## src/rtl/ex_mdu_pkg.sv

```systemverilog
// Shared definitions for the sequential multiply/divide unit.
// Holds the op encodings, the FSM state encoding and the default width.
package ex_mdu_pkg;
  localparam int DEF_WIDTH = 16;

  typedef enum logic [1:0] {
    OP_MULLO = 2'b00,
    OP_MULHI = 2'b01,
    OP_DIVQ  = 2'b10,
    OP_DIVR  = 2'b11
  } op_e;

  typedef enum logic [1:0] {
    S_IDLE = 2'b00,
    S_MUL  = 2'b01,
    S_DIV  = 2'b10,
    S_DONE = 2'b11
  } state_e;
endpackage

```

## src/rtl/ex_mdu_dp.sv

```systemverilog
// Datapath for ex_mdu_seq: shift/accumulate registers plus adder/subtractor.
// Ports:
//   clk, rst_n     clock, async active-low reset
//   load           capture operands (a, b) for a new operation
//   step           perform one shift-add (mul) or restoring shift-subtract (div)
//   is_div         selects divide mode for load/step
//   a, b           operands (multiplicand/dividend, multiplier/divisor)
//   prod_nxt       product after the current step (2*WIDTH)
//   quo_nxt        quotient after the current step
//   rem_nxt        remainder after the current step
//   mpl_zero_nxt   remaining multiplier bits are zero after the current step
module ex_mdu_dp #(
  parameter int WIDTH = 16
) (
  input  logic               clk,
  input  logic               rst_n,
  input  logic               load,
  input  logic               step,
  input  logic               is_div,
  input  logic [WIDTH-1:0]   a,
  input  logic [WIDTH-1:0]   b,
  output logic [2*WIDTH-1:0] prod_nxt,
  output logic [WIDTH-1:0]   quo_nxt,
  output logic [WIDTH-1:0]   rem_nxt,
  output logic               mpl_zero_nxt
);
  // mcand: shifted multiplicand (mul) or divisor in low half (div)
  // sh:    multiplier shifting right (mul) or dividend/quotient shifting left (div)
  logic [2*WIDTH-1:0] acc, mcand;
  logic [WIDTH-1:0]   sh, rem;
  logic [WIDTH:0]     trial;
  logic [WIDTH-1:0]   diff;
  logic               ge;

  // Multiplicand is shifted left rather than the accumulator right, so the
  // product stays aligned if the multiply stops early.
  assign prod_nxt     = acc + (sh[0] ? mcand : '0);
  assign mpl_zero_nxt = (sh[WIDTH-1:1] == '0);

  // Remainder stays below the divisor, so the low WIDTH bits of the
  // difference are exact whenever the subtraction is taken.
  assign trial   = {rem, sh[WIDTH-1]};
  assign ge      = trial >= {1'b0, mcand[WIDTH-1:0]};
  assign diff    = trial[WIDTH-1:0] - mcand[WIDTH-1:0];
  assign rem_nxt = ge ? diff : trial[WIDTH-1:0];
  assign quo_nxt = {sh[WIDTH-2:0], ge};

  always_ff @(posedge clk or negedge rst_n) begin
    if (!rst_n) begin
      acc   <= '0;
      mcand <= '0;
      sh    <= '0;
      rem   <= '0;
    end else if (load) begin
      acc   <= '0;
      rem   <= '0;
      sh    <= is_div ? a : b;
      mcand <= {{WIDTH{1'b0}}, (is_div ? b : a)};
    end else if (step) begin
      if (is_div) begin
        rem <= rem_nxt;
        sh  <= quo_nxt;
      end else begin
        acc   <= prod_nxt;
        mcand <= mcand << 1;
        sh    <= sh >> 1;
      end
    end
  end
endmodule

```

## src/rtl/ex_mdu_seq.sv

```systemverilog
// Sequential unsigned multiply/divide unit for the execute stage.
// One shift-add / shift-subtract step per cycle; done pulses with the result.
// Optional macro EX_MDU_EARLY_OUT_EN: multiply finishes once the remaining
// multiplier bits are all zero.
// Ports:
//   clk, rst_n   clock, async active-low reset
//   start        request a new operation (accepted in IDLE or DONE)
//   op           00 MULLO, 01 MULHI, 10 DIVQ, 11 DIVR
//   opA, opB     operands, sampled on accepted start
//   flush        abort any in-flight operation
//   stall        hold the front of the pipe while busy
//   done         one-cycle result-valid pulse
//   result       selected product half, quotient or remainder
//   divZero      divisor was zero (qualified by done)
module ex_mdu_seq
  import ex_mdu_pkg::*;
#(
  parameter int WIDTH = DEF_WIDTH
) (
  input  logic             clk,
  input  logic             rst_n,
  input  logic             start,
  input  logic [1:0]       op,
  input  logic [WIDTH-1:0] opA,
  input  logic [WIDTH-1:0] opB,
  input  logic             flush,
  output logic             stall,
  output logic             done,
  output logic [WIDTH-1:0] result,
  output logic             divZero
);
  localparam int CW = (WIDTH > 1) ? $clog2(WIDTH) : 1;

  state_e           state;
  op_e              op_q;
  logic [CW-1:0]    cnt;
  logic             accept, last, dp_div, mul_end;
  logic [2*WIDTH-1:0] prod_nxt;
  logic [WIDTH-1:0] quo_nxt, rem_nxt;
  logic             mpl_zero_nxt;

  assign accept = start && !flush && (state == S_IDLE || state == S_DONE);
  assign last   = (cnt == CW'(WIDTH-1));
  assign dp_div = accept ? op[1] : op_q[1];
  assign stall  = rst_n && (start || state == S_MUL || state == S_DIV);

`ifdef EX_MDU_EARLY_OUT_EN
  assign mul_end = last || mpl_zero_nxt;
`else
  assign mul_end = last;
`endif

  ex_mdu_dp #(.WIDTH(WIDTH)) u_dp (
    .clk          (clk),
    .rst_n        (rst_n),
    .load         (accept),
    .step         (state == S_MUL || state == S_DIV),
    .is_div       (dp_div),
    .a            (opA),
    .b            (opB),
    .prod_nxt     (prod_nxt),
    .quo_nxt      (quo_nxt),
    .rem_nxt      (rem_nxt),
    .mpl_zero_nxt (mpl_zero_nxt)
  );

  // done/divZero are registered alongside the transition into DONE, so they
  // are high exactly while state==DONE.
  always_ff @(posedge clk or negedge rst_n) begin
    if (!rst_n) begin
      state   <= S_IDLE;
      op_q    <= OP_MULLO;
      cnt     <= '0;
      result  <= '0;
      done    <= 1'b0;
      divZero <= 1'b0;
    end else begin
      done    <= 1'b0;
      divZero <= 1'b0;
      if (flush) begin
        state <= S_IDLE;
        cnt   <= '0;
      end else begin
        case (state)
          S_IDLE, S_DONE: begin
            state <= S_IDLE;
            if (start) begin
              op_q <= op_e'(op);
              cnt  <= '0;
              if (op[1] && opB == '0) begin
                state   <= S_DONE;
                done    <= 1'b1;
                divZero <= 1'b1;
                result  <= op[0] ? opA : '1;
`ifdef EX_MDU_EARLY_OUT_EN
              end else if (!op[1] && opB == '0) begin
                state  <= S_DONE;
                done   <= 1'b1;
                result <= '0;
`endif
              end else begin
                state <= op[1] ? S_DIV : S_MUL;
              end
            end
          end
          S_MUL: begin
            cnt <= cnt + 1'b1;
            if (mul_end) begin
              state  <= S_DONE;
              done   <= 1'b1;
              cnt    <= '0;
              result <= op_q[0] ? prod_nxt[2*WIDTH-1:WIDTH] : prod_nxt[WIDTH-1:0];
            end
          end
          S_DIV: begin
            cnt <= cnt + 1'b1;
            if (last) begin
              state  <= S_DONE;
              done   <= 1'b1;
              cnt    <= '0;
              result <= op_q[0] ? rem_nxt : quo_nxt;
            end
          end
          default: state <= S_IDLE;
        endcase
      end
    end
  end
endmodule

```

## config.mk

```make
export PLATFORM = sky130hd
export DESIGN_NAME = ex_mdu_seq
export DESIGN_NICKNAME = d
export VERILOG_FILES = /design/src/rtl/ex_mdu_pkg.sv /design/src/rtl/ex_mdu_dp.sv /design/src/rtl/ex_mdu_seq.sv
export SDC_FILE = /design/constraint.sdc
export NUM_CORES = 1
export LEC_CHECK = 0
export ABC_AREA = 1
export BUFFER_PORTS_ARGS = -buffer_cell sky130_fd_sc_hd__buf_2
export CAP_MARGIN = 40
export CORE_MARGIN = 5
export CORE_UTILIZATION = 60
export DETAILED_ROUTE_END_ITERATION = 10
export PLACE_DENSITY = 0.78
export SLEW_MARGIN = 20
export SYNTH_ARGS = -nofsm -noshare
export SYNTH_HDL_FRONTEND = slang
export SYNTH_HIERARCHICAL = 1
export SYNTH_SLANG_ARGS = --single-unit
```

## constraint.sdc

```tcl
create_clock -name clk -period 4.2 [get_ports clk]
set_clock_uncertainty 0.2 [all_clocks]
set_input_delay 0.63 -clock clk [delete_from_list [all_inputs] [get_ports clk]]
set_output_delay 0.63 -clock clk [all_outputs]
set_load 0.01 [all_outputs]
```

==> reports/qor.yml <==
status: "complete, no violations"
postLayoutCellArea_um2: 11500
maxCapViolations: 0
min_period_ns: 3.77
worstSetupEndpointType: "flip-flop"
cts_buffer_depth: 2
grt_pass1_vias: 10400
slowest_stage: "dfrtp_1"
nNetsFinal: 1825
synth.avg_cell_area_um2: 6.20
p_leak_nw: 6.87
die_w_um: 143
required_ns: 4.36
fmax_mhz: 265
fin_ws_ns: 0.426
cp_max_fo: 20
htreeDepth: 4
fill_cells: 1623
relSlewSlack_pct: 45.2
syn-num-nets: 1805
path_cells: "nand2_1, inv_1, ha_1, fa_1, nand3_1, nand3_1, nand2_1, nand2_1, nand2_1, nand2_1, nand2_1, nand2_1, nand2_1, and2_1, inv_1, nand2_1, nand3_1, nand2_1, nand2_1, nand2_1, nand3_1, nand2_1"
setup_tns_ns: 0
clk_pin_slew_ns: 0.06
gr-total-overflow: 0
cts-hold-fix-buffers: 0
hpwlAfterDp_um: 25800
clock_sinks: 122
vias: 11100
dp_slack_ns: 0.564
cts-buffers-inserted: 17
cts_resized: 0
utilization_pct: 66.5
arrival_ns: 3.94
worstSetupPathType: "flip-flop to flip-flop"
wl_per_cell_um: 17.2
ys.warnings.count: 6
syn_to_final_growth_pct: 8.51
max_stage_delay_ns: 0.65
placed_cell_area_um2: 10900
dp.cells: 1940
rsz0062_at_grt: "false"
grt_max_degree: 123
diodes: 0
fin_cells: 1973
portBuffers: 56
drt_iter0_markers: 1208
ir_worst_vdd_v: 0.000411
postCtsSetupBuffers: 0
dieArea_um2: 20500
hold_slack_ns: 0.162
pin_count: 57
netlist_area_um2: 10600
clk_latency_ns: 0.43
initial_core_util_pct: 61.2
dieHeight_um: 143
finalHoldViolCount: 0
layout-drive-gt1-share_pct: 8.87
core_area_um2: 17400
gp_congestion: 0.991
fin_crit_sh_pct: 89.8
cts_tree: "built"
track_usage_pct: 33.4
powerDensity_nw_per_um2: 705
grt_pass1_wl_um: 53400
rows: 48
dr.pass1.iters: 5
crit_top_cell: "nand2_1"
p_total_mw: 8.13
syn-instance-count: 1715
antenna_found_initial: 0
antenna_left: 0
cts_root_buffer: "clkbuf_16"
tightest_slew_ns: 0.823
maxSlewViolCount: 0
hp-class: "input pin to async pin"
wl_um: 34000
avgViaCountPerCell: 5.65
final-setup-viol-count: 0
start_kind: "flip-flop"
drc: 0
rrSetupSlack_ns: 0.43
==> sequential cells by signal, summed over array words and instances (netlist names) <==
register	count
u_dp/acc	32
u_dp/sh	16
state	2
result	16
op_q	2
cnt	4
divZero	1
u_dp/mcand	32
u_dp/rem	16
done	1
==> report_power, final <==
group,switching [mW],internal [mW],total (mW)
registers,0.365,1.58,1.95
logic,3.20,1.52,4.72
clock network,0.606,0.854,1.46
total,4.17,3.96,8.13
==> worst max-delay path: cells and delay by family, from the launching register on <==
kind	cells	cell delay (ns)
flip-flops	1	0.65
AND/OR/NAND/NOR	18	1.95
buffers and inverters	2	0.11
adder cells (fa/ha/maj)	2	0.76
==> cells in the final DEF, fill, tap and decap left out, types with 6 or more instances in the layout <==
master and count:
inv_2 7, nand3b_1 9, nand2_1 612, clkbuf_16 17, nor3_1 11, o22ai_1 23
nand2_2 17, o21ai_0 63, buf_4 15, a21oi_1 81, nor2_2 6, nor2_1 76
xor2_1 13, nand4_1 13, and2_1 21, a32oi_1 12, nand3_1 122, nand2_4 10
ha_1 50, inv_1 327, xnor2_1 8, buf_2 55, dfrtp_1 122, a22oi_1 7
==> final timing paths <==
| kind | cells after the start | start | endpoint |
|---|---|---|---|
| worst max-delay path | 22 | u_dp/sh[0] | result[6] |
| worst min register to register | 2 | result[1] | result[1] |
| worst max register to register | 22 | u_dp/sh[0] | result[6] |
| min in group clk | 2 | result[1] | result[1] |
| max in group asynchronous | 2 | rst_n | u_dp/rem[0] |
| worst min-delay path | 2 | rst_n | u_dp/acc[25] |
==> metal layers <==
| layer | share of wire (%) | global-route usage, % | vias to the layer above |
|---|---|---|---|
| li1 | - | - | 5339 |
| met1 | 42 | 44.5 | 5202 |
| met2 | 46 | 53.6 | 520 |
| met3 | 7.8 | 5.16 | 87 |
| met4 | 4.3 | 15.3 | 0 |
| met5 | 0 | 0 | - |
==> final cells by class <==
type | count | area, µm² | share of cell area [%]
Clock buffer | 21 | 460 | 3.99
Clock inverter | 11 | 109 | 0.944
Inverter | 334 | 1250 | 10.9
Multi-Input combinational cell | 1186 | 5920 | 51.3
Sequential cell | 122 | 3050 | 26.5
Tap cell | 225 | 282 | 2.44
Timing Repair Buffer | 74 | 458 | 3.97
(Power assumes the default switching activity.)
